===== config.mk =====
export PLATFORM = sky130hd
export DESIGN_NAME = aes_round_controller
export DESIGN_NICKNAME = d
export VERILOG_FILES = /design/src/rtl/aes_round_controller.sv
export SDC_FILE = /design/constraint.sdc
export NUM_CORES = 1
export LEC_CHECK = 0
export ABC_AREA = 0
export BUFFER_PORTS_ARGS = -buffer_cell sky130_fd_sc_hd__buf_2
export CORE_AREA = 2 2 306 308
export CTS_BUF_LIST = sky130_fd_sc_hd__clkbuf_8
export DETAILED_ROUTE_END_ITERATION = 8
export DIE_AREA = 0 0 308 310
export GPL_TIMING_DRIVEN = 0
export HOLD_SLACK_MARGIN = 0.1
export PLACE_DENSITY = 0.42
export SLEW_MARGIN = 10
export SYNTH_ARGS = -nofsm -noshare
export SYNTH_HDL_FRONTEND = slang
export SYNTH_SLANG_ARGS = --single-unit

===== constraint.sdc =====
create_clock -name clk -period 10.8 [get_ports clk]
set_input_delay 0 -clock clk [delete_from_list [all_inputs] [get_ports clk]]
set_output_delay 0 -clock clk [all_outputs]
set_load 0.01 [all_outputs]

===== src/rtl/aes_round_controller.sv =====
// Purpose : sequences one AES-128 block encryption through an external combinational aes_operations_unit.
// Latency : done pulses 51 cycles after the edge that accepts start; one block per 52 cycles back-to-back.
// Backpress: start is only sampled in IDLE; requests while busy (including DONE) are dropped, not queued.
//
// Ports:
//   clk, rst              - clock, asynchronous active-high reset
//   start                 - begin encryption of block_in under key_in
//   block_in, key_in      - plaintext / cipher key, word 0 = bytes 0..3
//   busy, done            - FSM not idle / one-cycle completion pulse
//   block_out             - ciphertext, held until the next completion
//   round                 - current round number 0..10
//   op_select, op_a, op_b - operation and operands driven to the unit
//   op_result             - combinational result returned by the unit
module aes_round_controller #(
    parameter int regSize = 32,
    parameter int vecSize = 4
) (
    input  logic                             clk,
    input  logic                             rst,
    input  logic                             start,
    input  logic [vecSize-1:0][regSize-1:0]  block_in,
    input  logic [vecSize-1:0][regSize-1:0]  key_in,
    output logic                             busy,
    output logic                             done,
    output logic [vecSize-1:0][regSize-1:0]  block_out,
    output logic [3:0]                       round,
    output logic [2:0]                       op_select,
    output logic [vecSize-1:0][regSize-1:0]  op_a,
    output logic [vecSize-1:0][regSize-1:0]  op_b,
    input  logic [vecSize-1:0][regSize-1:0]  op_result
);

    localparam logic [2:0] ST_IDLE     = 3'd0;
    localparam logic [2:0] ST_INIT_ARK = 3'd1;
    localparam logic [2:0] ST_KEYEXP   = 3'd2;
    localparam logic [2:0] ST_SUB      = 3'd3;
    localparam logic [2:0] ST_SHIFT    = 3'd4;
    localparam logic [2:0] ST_MIX      = 3'd5;
    localparam logic [2:0] ST_ARK      = 3'd6;
    localparam logic [2:0] ST_DONE     = 3'd7;

    localparam logic [2:0] OP_NOP   = 3'b000;
    localparam logic [2:0] OP_KEXP  = 3'b001;
    localparam logic [2:0] OP_SUB   = 3'b010;
    localparam logic [2:0] OP_SHIFT = 3'b011;
    localparam logic [2:0] OP_MIX   = 3'b100;
    localparam logic [2:0] OP_ARK   = 3'b101;

    localparam logic [3:0] LAST_ROUND = 4'd10;

    logic [2:0]                       r_fsm;
    logic [vecSize-1:0][regSize-1:0]  r_state;
    logic [vecSize-1:0][regSize-1:0]  r_key;
    logic [3:0]                       r_round;
    logic [vecSize-1:0][regSize-1:0]  r_block_out;

    logic [vecSize-1:0][regSize-1:0]  w_round_vec;
    logic                             w_last_round;

    assign w_last_round = (r_round == LAST_ROUND);

    // KeyExpansion takes the round number replicated into every word; the
    // unit derives Rcon from it.
    always_comb begin
        w_round_vec = '0;
        for (int i = 0; i < vecSize; i++) begin
            w_round_vec[i] = {{(regSize-4){1'b0}}, r_round};
        end
    end

    always_ff @(posedge clk or posedge rst) begin
        if (rst) begin
            r_fsm       <= ST_IDLE;
            r_state     <= '0;
            r_key       <= '0;
            r_round     <= '0;
            r_block_out <= '0;
        end else begin
            case (r_fsm)
                ST_IDLE: begin
                    if (start) begin
                        r_state <= block_in;
                        r_key   <= key_in;
                        r_round <= '0;
                        r_fsm   <= ST_INIT_ARK;
                    end
                end
                ST_INIT_ARK: begin
                    r_state <= op_result;
                    r_round <= 4'd1;
                    r_fsm   <= ST_KEYEXP;
                end
                ST_KEYEXP: begin
                    r_key <= op_result;
                    r_fsm <= ST_SUB;
                end
                ST_SUB: begin
                    r_state <= op_result;
                    r_fsm   <= ST_SHIFT;
                end
                ST_SHIFT: begin
                    r_state <= op_result;
                    // The final round skips MixColumns.
                    r_fsm   <= w_last_round ? ST_ARK : ST_MIX;
                end
                ST_MIX: begin
                    r_state <= op_result;
                    r_fsm   <= ST_ARK;
                end
                ST_ARK: begin
                    if (!w_last_round) begin
                        r_state <= op_result;
                        r_round <= r_round + 4'd1;
                        r_fsm   <= ST_KEYEXP;
                    end else begin
                        // Final AddRoundKey goes straight to the output
                        // register; state_reg is left as is.
                        r_block_out <= op_result;
                        r_fsm       <= ST_DONE;
                    end
                end
                ST_DONE: begin
                    r_fsm <= ST_IDLE;
                end
                default: begin
                    r_fsm <= ST_IDLE;
                end
            endcase
        end
    end

    always_comb begin
        op_select = OP_NOP;
        op_a      = '0;
        op_b      = '0;
        case (r_fsm)
            ST_INIT_ARK, ST_ARK: begin
                op_select = OP_ARK;
                op_a      = r_state;
                op_b      = r_key;
            end
            ST_KEYEXP: begin
                op_select = OP_KEXP;
                op_a      = r_key;
                op_b      = w_round_vec;
            end
            ST_SUB: begin
                op_select = OP_SUB;
                op_a      = r_state;
            end
            ST_SHIFT: begin
                op_select = OP_SHIFT;
                op_a      = r_state;
            end
            ST_MIX: begin
                op_select = OP_MIX;
                op_a      = r_state;
            end
            default: begin
                op_select = OP_NOP;
            end
        endcase
    end

    assign busy      = (r_fsm != ST_IDLE);
    assign done      = (r_fsm == ST_DONE);
    assign round     = r_round;
    assign block_out = r_block_out;

endmodule


==> results of run 1 <==
kinds of logic after synthesis:
family | after synthesis
AO/OA/AOI/OAI | 423
adder cells (fa/ha/maj) | 6
AND/OR/NAND/NOR | 657
flip-flops | 391
multiplexers | 257
buffers and inverters | 168
stage by stage:
stage | area (um2) | hold slack, ps | util, % | setup slack [ps]
after floorplan | 19130 | 147.7 | - | 5540
after global placement | 24520 | 256.4 | 26.51 | 2119
after detailed placement | 24810 | -2.445 | 26.83 | 7364
==> results by group, run 1 <==
CTS
  – CTS buffer count: a little over 80
  – Max H-tree Level: 3
  – Postcts setup bufs: 0
  – Worst-case clock buffer depth: 3
  – Clk root buf: clkbuf_8
  – Clock sink count: 391
  – Resized cells post-CTS: 0
  – Quantity of hold-fixing buffers added after cts: 809

Yosys
  – Number of synthesized flops with an enable pin: 0
  – Top_reg_cell synth: dfrtp_1
  – Synth Area in Simple Gates: 14.62%
  – Dominant cell type by area after synthesis: dfrtp_1
  – Top post-synthesis cells by area: dfrtp_1, nand2_1, mux2_2
  – Largest family of logic cells by synthesized area: compound AO/OA/AOI/OAI gates
  – Yosys cell types: 37
  – Post-synthesis net count: 2294
  – Compound-Gate Fraction of Synth Area: ~15%
  – Number of synthesis warnings: 0
  – Syn_area_per_cell: ~10 um2
  – Top cells by count, synth: dfrtp_1, nand2_1, a22o_1, nor2_1
  – XOR/XNOR share of the synthesized area: 0%
  – Adder-Cell Fraction of Synth Area: 0.3795%
  – Post-Syn Area: 19120 um2
  – Share of the synthesized area in the top cell type: 51.17%
  – Asr flop ratio synth: 100.0%
  – Sequential share of the synthesized area: 51.17%
  – Syn Inst Count: 1902
  – Mux contribution to synthesized area: 14.29%
  – Yosys reg bits: 391

Die
  – Row count: between 100 and 150
  – Die Y-Extent: 310 um
  – Boundary Pins: 780
  – Die width: 308 um
  – Initial Util: 20.68%

Place
  – Routability cong.: 0.8298
  – IO Port Bufs: 779
  – HPWL after DPL: 80.92 mm
  – DP Cell Count: just under 4000

Status
  – Outcome: stopped before the end
  – Fail Step: 4_1_cts
  – Stop err: [ERROR RSZ-0060] Max buffer count reached.
==> run 2: changes to the inputs <==
- CTS_BUF_LIST: sky130_fd_sc_hd__clkbuf_8 -> default
- HOLD_SLACK_MARGIN: 0.1 -> default
- PLACE_DENSITY: 0.42 -> default
- PLACE_DENSITY_LB_ADDON: default -> 0.15
- clock period: 10.8 -> 14.04 ns (I/O delays scaled with it)
==> results by group, run 2 <==
CTS
  – CTS buffer count: 50
  – Clock sink count: 391
  – Worst skew pair latency: roughly 620 ps
  – Resized cells post-CTS: 0
  – Clk pin slew, worst setup/hold paths: 60 ps
  – CTS tree: yes
  – Max H-tree Level: 2
  – Worst-case clock buffer depth: 3
  – Clk root buf: clkbuf_16

Yosys
  – Dominant cell type by area after synthesis: dfrtp_1
  – Syn_area_per_cell: 10.05 um2
  – Post-synthesis net count: about 2300
  – Top_reg_cell synth: dfrtp_1
  – Share of the synthesized area in the top cell type: 51.17%
  – Sequential share of the synthesized area: 51.17%
  – Syn Inst Count: approximately 1900
  – Post-Syn Area: 19120 um2
  – Yosys cell types: 37
  – Asr flop ratio synth: 100.0%
  – Top post-synthesis cells by area: dfrtp_1, nand2_1, mux2_2
  – Yosys reg bits: 391
  – Number of synthesis warnings: 0
  – Top cells by count, synth: dfrtp_1, nand2_1, a22o_1, nor2_1
  – Number of synthesized flops with an enable pin: 0

Timing
  – Fmax: between 200 and 300 MHz
  – Worst-margin pin slew: 1099 ps
  – Setup_tns: 0 ps
  – Final setup fails: 0
  – Min cycle time layout: 3588 ps
  – RSZ-0062 raised after global routing: no
  – Final setup margin: 10450 ps
  – Slew HR: 26.70%
  – Final period util: approximately 26%
  – Fin. Hold Viols: 0
  – Clock skew: 12.77 ps
  – Pins Over Slew Limit: 0

Final layout
  – Fin nets: 3666
  – Reg area: between 9000 and 10000 um2
  – Core Util, Final: 34.22%
  – Layout cells sized above 1: 32.58%
  – Fill cell count: 9695
  – Multi-input gate area: 8461 um2
  – Area Overhead vs Synth: 65.49%
  – Most frequent cells in the layout: buf_2, dlygate4sd3_1, nand2_1, dfrtp_1, a22o_1
  – Layout Cells excl Fill: between 4000 and 5000
  – Most common cell after layout, fill and taps aside: buf_2

Place
  – HPWL after DPL: approximately 80 mm
  – DP Cell Count: a little under 4000
  – Routability cong.: 0.8558
  – Post-Place Worst Slack: 10910 ps
  – IO Port Bufs: approximately 800

Setup path
  – Critical path class: flop to flop
  – Worst EP required: 14600 ps
  – Reg2reg start: round[0]
  – Critical Path End Type: flop
  – CP Data Arrival Time: 4140 ps
  – Register-to-register setup slack: 10450 ps
  – Type of origin of the critical path: flop
  – Worst-path fanout max: 10
  – Reg2reg end: r_state[9]
  – R2R cell count: 11

GRT
  – Total congestion overflow: 0
  – Vias in the first global route: 22000
  – Initial antenna violation count: 14
  – Global-route wire length before repair: 152.1 mm
  – GRT Total Usage: between 20% and 30%
  – Largest net degree at the start of global routing: 104

Route
  – Routed wl met3: 7.023 mm
  – Top sig layer: met5
  – Routed len/inst: 23.85 um
  – Routed vias: 20710
  – Met2 WL post-DR: 52.67 mm
  – TritonRoute pass-1 iters: 5
  – Initial drt markers: 1141
  – Via density: 4.588
  – # DRC: 0
  – WL final: 107.7 mm
  – Post-DRT Antenna Nets: 0
  – Metal1 wirelength: 44.98 mm

Job
  – Number of max-cap violations: 0

Power
  – Leakage: about 16 nW
  – Logic pwr share: 11.6%
  – Internal: 2.123 mW
  – Clock power share: 46.4%
  – PD cells: roughly 90 nW/um2
  – Switch Pwr: 717.9 uW
  – Total power: 2.841 mW
  – Peak supply drop: 0.00006903 V
  – Sequential share of power: 42.0%
  – Sw Share: around a quarter

Die
  – Core Region: 92490 um2
  – Boundary Pins: 780
  – Die Y-Extent: ~310 um
  – Die area: 95480 um2
  – Initial Util: between 20% and 30%
  – Die width: 308 um
  – Row count: roughly 110

Status
  – Outcome: completed

Worst hold path
  – Hold path depth: 3
  – Hold Crit Class: input pin to flop
  – Hold Crit Start: op_result[9]
  – Worst hold path endpoint: block_out[9]
## run 2: cell counts after synthesis
No cell type changed its count.
## run 2: power groups by stage
| stage | combinational (mW) | clock (mW) | sequential, mW |
|---|---|---|---|
| after floorplan | 0.0866 | 0 | 1.20 |
| after global placement | 0.204 | 0 | 1.21 |
| after detailed placement | 0.210 | 0 | 1.21 |
| after CTS | 0.331 | 1.36 | 1.19 |
| after global routing | 0.358 | 1.40 | 1.20 |
| final | 0.329 | 1.32 | 1.19 |
## run 2: what timing repair did
item | CTS | global route
hold buffers | 537 | 0
setup buffers | 0 | 0
hold endpoints to repair | 613 | 0
## run 2: layout make-up
type | instances | share of cell area, %
buffer | 164 | 2.732
clock buffer | 74 | 4.598
antenna | 8 | 0.06326
clock inverter | 13 | 0.4942
timing repair buffer | 1320 | 29.65
multi-input combinational | 1343 | 26.74
inverter | 4 | 0.07117
sequential | 391 | 30.92
tap | 1197 | 4.733
## run 2: worst max-delay path by stage
stage,from,end,slack [ps],depth (start not counted)
after global routing,round[0],r_state[13],10180,11
after floorplan,rst,block_out[0],3170,1
final,round[0],r_state[9],10450,11
after detailed placement,r_fsm[1],r_key[92],10910,7
after CTS,round[0],r_state[39],10440,11
after global placement,rst,block_out[71],-2670,2
## run 2: worst max-delay path, cell delays in order (launching register included)
cell and delay (ps):
dfrtp_1 360, clkbuf_1 590, inv_1 100, ha_1 210, and3b_1 150, buf_4 160, o221ai_2 210, buf_2 500
buf_2 380, nor2_1 70, a31oi_1 170, dlygate4sd3_1 590
## run 2: routing by layer
layer,vias to the layer above,track usage (%)
met3,152,4.543
met2,768,37.71
li1,9396,-
met4,4,6.183
met5,-,0
met1,10390,27.29
## run 2: cells by family after synthesis
group                    after synthesis  synth area share [%]
multiplexers                         257                 14.29
flip-flops                           391                 51.17
AND/OR/NAND/NOR                      657                 14.62
adder cells (fa/ha/maj)                6                0.3795
AO/OA/AOI/OAI                        423                 14.95
buffers and inverters                168                 4.587
## run 2: per-stage QoR
step                area (um2)  hold WS, ps
detailed placement       24640        42.67
finish                   31650        182.3
floorplan                19120        147.7
global placement         24520        258.6
global route             31630        160.7
CTS                      31630        129.6
Note: power is estimated with default switching activity, not from simulation.
